## src/rtl/mem_arb_pkg.sv

```systemverilog
// -----------------------------------------------------------------------------
// mem_arb_pkg
// Shared definitions for the unified memory arbiter: default widths, the
// starvation limit for instruction fetch, the arbiter FSM state encoding and
// the grantee encoding recorded when an access is latched.
// -----------------------------------------------------------------------------
package mem_arb_pkg;

  localparam int ADDR_W_DEF   = 32;
  localparam int DATA_W_DEF   = 32;
  localparam int MAX_WAIT_DEF = 4;

  typedef enum logic [1:0] {
    IDLE  = 2'd0,
    ISSUE = 2'd1,
    RESP  = 2'd2
  } arb_state_e;

  typedef enum logic {
    GNT_FETCH = 1'b0,
    GNT_DATA  = 1'b1
  } grant_e;

endpackage

```

## src/rtl/mem_arb_prio.sv

```systemverilog
// -----------------------------------------------------------------------------
// mem_arb_prio
// Winner selection between the fetch and data requesters. Data normally wins;
// once fetch has lost MAX_WAIT contests in a row it is given the grant so it
// cannot be starved by a data stage that keeps re-requesting.
//
// Ports
//   i_clk, i_rst_n : clock, asynchronous active-low reset
//   i_arb_en       : high when the arbiter is able to accept a new access
//   i_if_req       : fetch request
//   i_d_req        : data request
//   o_req_any      : at least one request is present
//   o_gnt_data     : 1 = data wins, 0 = fetch wins (meaningful with o_req_any)
// -----------------------------------------------------------------------------
module mem_arb_prio
  import mem_arb_pkg::*;
#(
  parameter int MAX_WAIT = MAX_WAIT_DEF
) (
  input  logic i_clk,
  input  logic i_rst_n,
  input  logic i_arb_en,
  input  logic i_if_req,
  input  logic i_d_req,
  output logic o_req_any,
  output logic o_gnt_data
);

  localparam int CNT_W = $clog2(MAX_WAIT + 1);

  logic [CNT_W-1:0] r_wait_cnt;
  logic             w_starved;

  // Fetch is starved once it has lost MAX_WAIT contests back to back; in
  // that case a simultaneous data request is made to wait instead.
  assign w_starved  = (r_wait_cnt == CNT_W'(MAX_WAIT));
  assign o_gnt_data = i_d_req & ~(i_if_req & w_starved);
  assign o_req_any  = i_if_req | i_d_req;

  // The lost-contest counter only moves when a grant is actually taken.
  // A fetch grant clears it; a contested data win bumps it (it can never
  // exceed MAX_WAIT because a starved fetch always wins the next contest).
  always_ff @(posedge i_clk or negedge i_rst_n) begin
    if (!i_rst_n) begin
      r_wait_cnt <= '0;
    end else if (i_arb_en) begin
      if (i_if_req & ~o_gnt_data) begin
        r_wait_cnt <= '0;
      end else if (i_if_req & i_d_req & ~w_starved) begin
        r_wait_cnt <= r_wait_cnt + CNT_W'(1);
      end
    end
  end

endmodule

```

## src/rtl/mem_arbiter.sv

```systemverilog
// -----------------------------------------------------------------------------
// mem_arbiter
// Shares one single-ported memory between the instruction fetch stage and the
// data stage. Each access takes three cycles: IDLE (arbitrate and latch the
// winner), ISSUE (one-cycle memory strobe) and RESP (one-cycle ack with read
// data taken straight from the memory, then held in a register).
//
// Ports
//   i_clk, i_rst_n             : clock, asynchronous active-low reset
//   i_if_req, i_if_addr        : fetch request and address
//   o_if_rdata, o_if_ack       : fetched word and completion pulse
//   i_d_req, i_d_we, i_d_addr  : data request, write flag and address
//   i_d_wdata, i_d_be          : store data and byte enables
//   o_d_rdata, o_d_ack         : load data and completion pulse
//   o_mem_en, o_mem_we         : memory strobe and write enable
//   o_mem_addr, o_mem_wdata    : memory address and write data
//   o_mem_be                   : memory byte enables
//   i_mem_rdata                : memory read data, valid the cycle after strobe
//   o_stall_if, o_stall_mem    : stall requests back to the pipeline
// -----------------------------------------------------------------------------
module mem_arbiter
  import mem_arb_pkg::*;
#(
  parameter int ADDR_W   = ADDR_W_DEF,
  parameter int DATA_W   = DATA_W_DEF,
  parameter int MAX_WAIT = MAX_WAIT_DEF
) (
  input  logic                i_clk,
  input  logic                i_rst_n,
  input  logic                i_if_req,
  input  logic [ADDR_W-1:0]   i_if_addr,
  output logic [DATA_W-1:0]   o_if_rdata,
  output logic                o_if_ack,
  input  logic                i_d_req,
  input  logic                i_d_we,
  input  logic [ADDR_W-1:0]   i_d_addr,
  input  logic [DATA_W-1:0]   i_d_wdata,
  input  logic [DATA_W/8-1:0] i_d_be,
  output logic [DATA_W-1:0]   o_d_rdata,
  output logic                o_d_ack,
  output logic                o_mem_en,
  output logic                o_mem_we,
  output logic [ADDR_W-1:0]   o_mem_addr,
  output logic [DATA_W-1:0]   o_mem_wdata,
  output logic [DATA_W/8-1:0] o_mem_be,
  input  logic [DATA_W-1:0]   i_mem_rdata,
  output logic                o_stall_if,
  output logic                o_stall_mem
);

  localparam int BE_W = DATA_W / 8;

  arb_state_e        r_state;
  arb_state_e        w_state_next;
  grant_e            r_gnt;
  logic [ADDR_W-1:0] r_addr;
  logic              r_we;
  logic [DATA_W-1:0] r_wdata;
  logic [BE_W-1:0]   r_be;
  logic [DATA_W-1:0] r_if_rdata;
  logic [DATA_W-1:0] r_d_rdata;
  logic              w_arb_en;
  logic              w_req_any;
  logic              w_gnt_data;

  assign w_arb_en = (r_state == IDLE);

  mem_arb_prio #(
    .MAX_WAIT (MAX_WAIT)
  ) u_prio (
    .i_clk      (i_clk),
    .i_rst_n    (i_rst_n),
    .i_arb_en   (w_arb_en),
    .i_if_req   (i_if_req),
    .i_d_req    (i_d_req),
    .o_req_any  (w_req_any),
    .o_gnt_data (w_gnt_data)
  );

  // State register. Reset drops straight back to IDLE, which also removes
  // the memory strobe and any ack in the same instant since both are decoded
  // from the state.
  always_ff @(posedge i_clk or negedge i_rst_n) begin
    if (!i_rst_n) begin
      r_state <= IDLE;
    end else begin
      r_state <= w_state_next;
    end
  end

  // Next state and memory/ack decode. Everything defaults to zero so the
  // memory bus is quiet outside ISSUE and acks only appear in RESP.
  always_comb begin
    w_state_next = r_state;
    o_mem_en     = 1'b0;
    o_mem_we     = 1'b0;
    o_mem_addr   = '0;
    o_mem_wdata  = '0;
    o_mem_be     = '0;
    o_if_ack     = 1'b0;
    o_d_ack      = 1'b0;
    case (r_state)
      IDLE: begin
        if (w_req_any) begin
          w_state_next = ISSUE;
        end
      end
      ISSUE: begin
        w_state_next = RESP;
        o_mem_en     = 1'b1;
        o_mem_we     = r_we;
        o_mem_addr   = r_addr;
        o_mem_wdata  = r_wdata;
        o_mem_be     = r_be;
      end
      RESP: begin
        w_state_next = IDLE;
        o_if_ack     = (r_gnt == GNT_FETCH);
        o_d_ack      = (r_gnt == GNT_DATA);
      end
      default: begin
        w_state_next = IDLE;
      end
    endcase
  end

  // Capture the winning request in IDLE. Once captured the access runs to
  // completion regardless of what the requester does with its req line.
  // Fetches and loads always use the full word, so their byte enables are
  // stored as all-ones here rather than decoded later.
  always_ff @(posedge i_clk or negedge i_rst_n) begin
    if (!i_rst_n) begin
      r_gnt   <= GNT_FETCH;
      r_addr  <= '0;
      r_we    <= 1'b0;
      r_wdata <= '0;
      r_be    <= '0;
    end else if (w_arb_en && w_req_any) begin
      if (w_gnt_data) begin
        r_gnt   <= GNT_DATA;
        r_addr  <= i_d_addr;
        r_we    <= i_d_we;
        r_wdata <= i_d_wdata;
        r_be    <= i_d_we ? i_d_be : '1;
      end else begin
        r_gnt   <= GNT_FETCH;
        r_addr  <= i_if_addr;
        r_we    <= 1'b0;
        r_wdata <= '0;
        r_be    <= '1;
      end
    end
  end

  // Read data arrives from the memory during RESP. It is passed straight
  // through while the ack is high and stored at the end of RESP so the
  // requester keeps seeing it afterwards. Stores never touch the load data.
  always_ff @(posedge i_clk or negedge i_rst_n) begin
    if (!i_rst_n) begin
      r_if_rdata <= '0;
      r_d_rdata  <= '0;
    end else if (r_state == RESP) begin
      if (r_gnt == GNT_FETCH) begin
        r_if_rdata <= i_mem_rdata;
      end else if (!r_we) begin
        r_d_rdata <= i_mem_rdata;
      end
    end
  end

  assign o_if_rdata  = o_if_ack ? i_mem_rdata : r_if_rdata;
  assign o_d_rdata   = (o_d_ack && !r_we) ? i_mem_rdata : r_d_rdata;
  assign o_stall_if  = i_if_req & ~o_if_ack;
  assign o_stall_mem = i_d_req & ~o_d_ack;

endmodule

```

## config.mk

```make
export PLATFORM = sky130hd
export DESIGN_NAME = mem_arbiter
export DESIGN_NICKNAME = d
export VERILOG_FILES = /design/src/rtl/mem_arb_pkg.sv /design/src/rtl/mem_arb_prio.sv /design/src/rtl/mem_arbiter.sv
export SDC_FILE = /design/constraint.sdc
export NUM_CORES = 1
export LEC_CHECK = 0
export CAP_MARGIN = 10
export CELL_PAD_IN_SITES_DETAIL_PLACEMENT = 0
export CELL_PAD_IN_SITES_GLOBAL_PLACEMENT = 1
export CORE_ASPECT_RATIO = 0.5
export CORE_MARGIN = 2
export CORE_UTILIZATION = 33
export DETAILED_ROUTE_END_ITERATION = 16
export PLACE_DENSITY_LB_ADDON = 0.3
export REMOVE_ABC_BUFFERS = 1
export SYNTH_ARGS = -nofsm -noshare
export SYNTH_HDL_FRONTEND = slang
export SYNTH_SLANG_ARGS = --single-unit
```

## constraint.sdc

```tcl
create_clock -name i_clk -period 1.9 [get_ports i_clk]
set_input_delay 0.38 -clock i_clk [delete_from_list [all_inputs] [get_ports i_clk]]
set_output_delay 0.38 -clock i_clk [all_outputs]
set_load 0.005 [all_outputs]
```

==> impl_results.md <==
* Final WS setup at -488 ps
* Peak VDD IR at 0.000893 V
* Mux cell area share after synthesis at 16.5%
* DRC errors left at 0
* RSZ-0062 raised after global routing: true
* Syn avg cell area at 11.9 um^2
* Initial Utilization at 33.6%
* TritonCTS clock tree: yes
* Total track usage at 21.4%
* Drt pass-1 iters at 4
* Fin crit share at 126%
* Pint at 0.0137 W
* Clk Tree Root Cell: clkbuf_16
* GP Congestion at 0.738
* Vias in the first global route at 6031
* Status: finished with violations
* Power Total at 0.0200 W
* Largest family of logic cells by synthesized area: multiplexers
* Final hold vios at 0
* First-pass GRT wire length at 35200 um
* CP max FO at 4
* Final clock skew at 7.18 ps
* CP dominant cell by count: buf_6
* Cell family contributing the most delay on the critical path: buffers and inverters
* Filler Cell Count at 1581
* Slew Limit Fails at 0
* Post-synth EDFFs at 0
* Clock power frac at 16.7%
* Crit path cell chain: buf_6, nor3b_4, buf_12, buf_8, buf_6, buf_6, mux2_4, buf_6
* WP data required at 1520 ps
* Number of max-cap violations at 0
* Buf+Inv Stages, Crit Path at 6
* Relative slew slack at 76.2%
* Post-synth top flop: dfrtp_1
* Final wirelength at 22200 um
* Die area at 21100 um^2
* Post-Syn Area at 6550 um^2
* Synth Area in Compound Gates at 9.59%
* Gr ovfl total at 0
* Number of antenna diodes at 0
* Die outline width at 203 um
* Switching Share at 31.3%
* Worst Hold Class: input pin to asynchronous set/reset pin
* Seq pwr share at 25.5%
* Slew of the pin with the lowest slew margin at 356 ps
* Pwr Density at 1670 nW/um^2
* Setup CP Type: flop to primary output
* 1st-iter DRT viols at 207
* CP max stage delay at 380 ps
* CTS max path bufs at 2
* Gate power share at 57.8%
* Critical path endpoint category: primary output
* Final setup TNS at -43980 ps
* Die Y-Extent at 104 um
* Most frequent cells in the layout: buf_6 (160), dfrtp_1 (139), clkdlybuf4s50_1 (135), and2_4 (66), mux2_4 (61)
* Simple logic cell fraction of the synthesized area at 14.4%
* Sw power at 0.00626 W
* Netlist cell types at 32
* Most common cell after layout, fill and taps aside: buf_6
* Yosys warning total at 0
* Sequential element share of the synthesized area at 53.1%
* Leakage at 5.51 nW
* Via density at 4.84
* Post-Synth XOR/XNOR Area at 0%
* Final setup fails at 136
* Cells after Synth at 552
* Count of input and output buffers at 274
* Reg clk slew, reported paths at 60 ps
* Crit path time final at 2390 ps
* Htree depth at 4
* Worst-skew pair later-pin latency at 410 ps
* # IOs at 275
* Clock sinks at 139
* Final #Nets at 1055
* Initial antenna violation count at 0
* Synth-to-layout area growth at 83.1%
* Core Box Area at 19500 um^2
* Adder-Cell Fraction of Synth Area at 0.382%
* Final ANT Viol Nets at 0
* Average wire per standard cell at 18.6 um
* Fmax at 419 MHz
* Vias post-DR at 5789
* Rows at 36
* Failing checks: negative setup slack
* CTS buffer count at 17
* Worst path slowest cell: dfrtp_1
* Asr flop ratio synth at 100%
* Crit path launch type: flop
* Yosys reg bits at 139
* Layout cells sized above 1 at 49.1%
* Largest net degree at the start of global routing at 46
* Worst EP arrival at 2010 ps
* Final HPWL DP at 13900 um
-- final cells by class --
| type | instances | area [um^2] | area share (%) |
|---|---|---|---|
| inverter | 39 | 146 | 1.22 |
| multi-input combinational | 325 | 3090 | 25.7 |
| clock buffer | 20 | 457 | 3.81 |
| timing repair buffer | 394 | 4350 | 36.3 |
| sequential | 139 | 3480 | 29.0 |
| clock inverter | 12 | 138 | 1.15 |
| tap | 266 | 333 | 2.78 |
-- final timing paths --
path | from | end | slack, ps | cells after the start
worst min-delay path | i_rst_n | r_wdata[14] | 410 | 2
worst max register to register | r_state[0] | r_d_rdata[13] | 70 | 8
worst max-delay path | r_state[0] | o_if_rdata[14] | -490 | 8
min in group i_clk | r_d_rdata[5] | r_d_rdata[5] | 490 | 1
max in group asynchronous | i_rst_n | r_d_rdata[10] | 840 | 3
worst min register to register | r_d_rdata[5] | r_d_rdata[5] | 490 | 1
-- power groups by stage --
stage | clock network (W) | logic [W] | registers [W]
2_1_floorplan | 0 | 0.00373 | 0.00484
3_3_place_gp | 0 | 0.00819 | 0.00499
3_5_place_dp | 0 | 0.00829 | 0.00502
4_1_cts | 0.00344 | 0.0111 | 0.00504
5_1_grt | 0.00358 | 0.0123 | 0.00524
6_report | 0.00335 | 0.0116 | 0.00510
-- cell usage after synthesis, types with 4 or more instances --
library cell  count  area share, %
a22o_1           32            4.3
and2_1           70            6.7
buf_2            12           0.92
buf_4            10            1.1
clkbuf_1         26            1.5
dfrtp_1         139             53
inv_1            38            2.2
mux2_1           10            1.7
mux2_2           86             15
nand3_1          33            2.5
nand4_1          34            3.2
nor2b_1           4           0.38
o221ai_1         32            4.3
o22a_1            4           0.54
-- sequential cells by signal, summed over array words and instances, names as in the netlist --
register	flops
r_addr	32
r_d_rdata	32
r_if_rdata	32
r_wdata	32
r_be	4
u_prio.r_wait_cnt	3
r_state	2
r_gnt	1
r_we	1
-- through the flow --
stage / cells / hold WS, ps / setup slack, ps / area [um^2] / util (%)
after floorplan: 503 / 84.4 / -1130 / 6300 / -
after global placement: 1084 / 256 / -264 / 9850 / 50.6
after CTS: 1192 / 372 / -536 / 11700 / 60.4
after detailed placement: 1084 / 255 / -302 / 9850 / 50.6
after global routing: 1195 / 407 / -584 / 12000 / 61.6
final: 1195 / 413 / -488 / 12000 / 61.6
-- repair_timing --
action                                  4_1_cts  5_1_grt
cloned                                        9        1
hold buffers                                  1        0
endpoints found under the hold margin        19        0
endpoints found under the setup margin      138      155
pin swaps                                    36       26
buffers inserted                             67       14
gates resized for setup                     800       90
-- metal layers --
layer | wire length (um) | up-vias | global-route usage, %
met3 | 685 | 9 | 4.06
met2 | 11500 | 123 | 36.0
met4 | 153 | 0 | 5.27
met1 | 9890 | 2941 | 28.4
met5 | 0 | - | 0
li1 | - | 2716 | -
-- cell families after synthesis --
logic type / Yosys count
and+or+nand+nor: 154
DFF: 139
muxes: 96
buffers and inverters: 88
AOI/OAI and AO/OA: 73
adders and majority gates: 2
-- worst register-to-register path, stage by stage (launching register included) --
cell and delay (ps):
dfrtp_1 380, nand3b_1 220, nor2_4 150, buf_6 130
buf_12 130, buf_8 110, buf_8 120, clkbuf_16 150
mux2_1 320
Note: power is estimated with default switching activity, not from simulation.
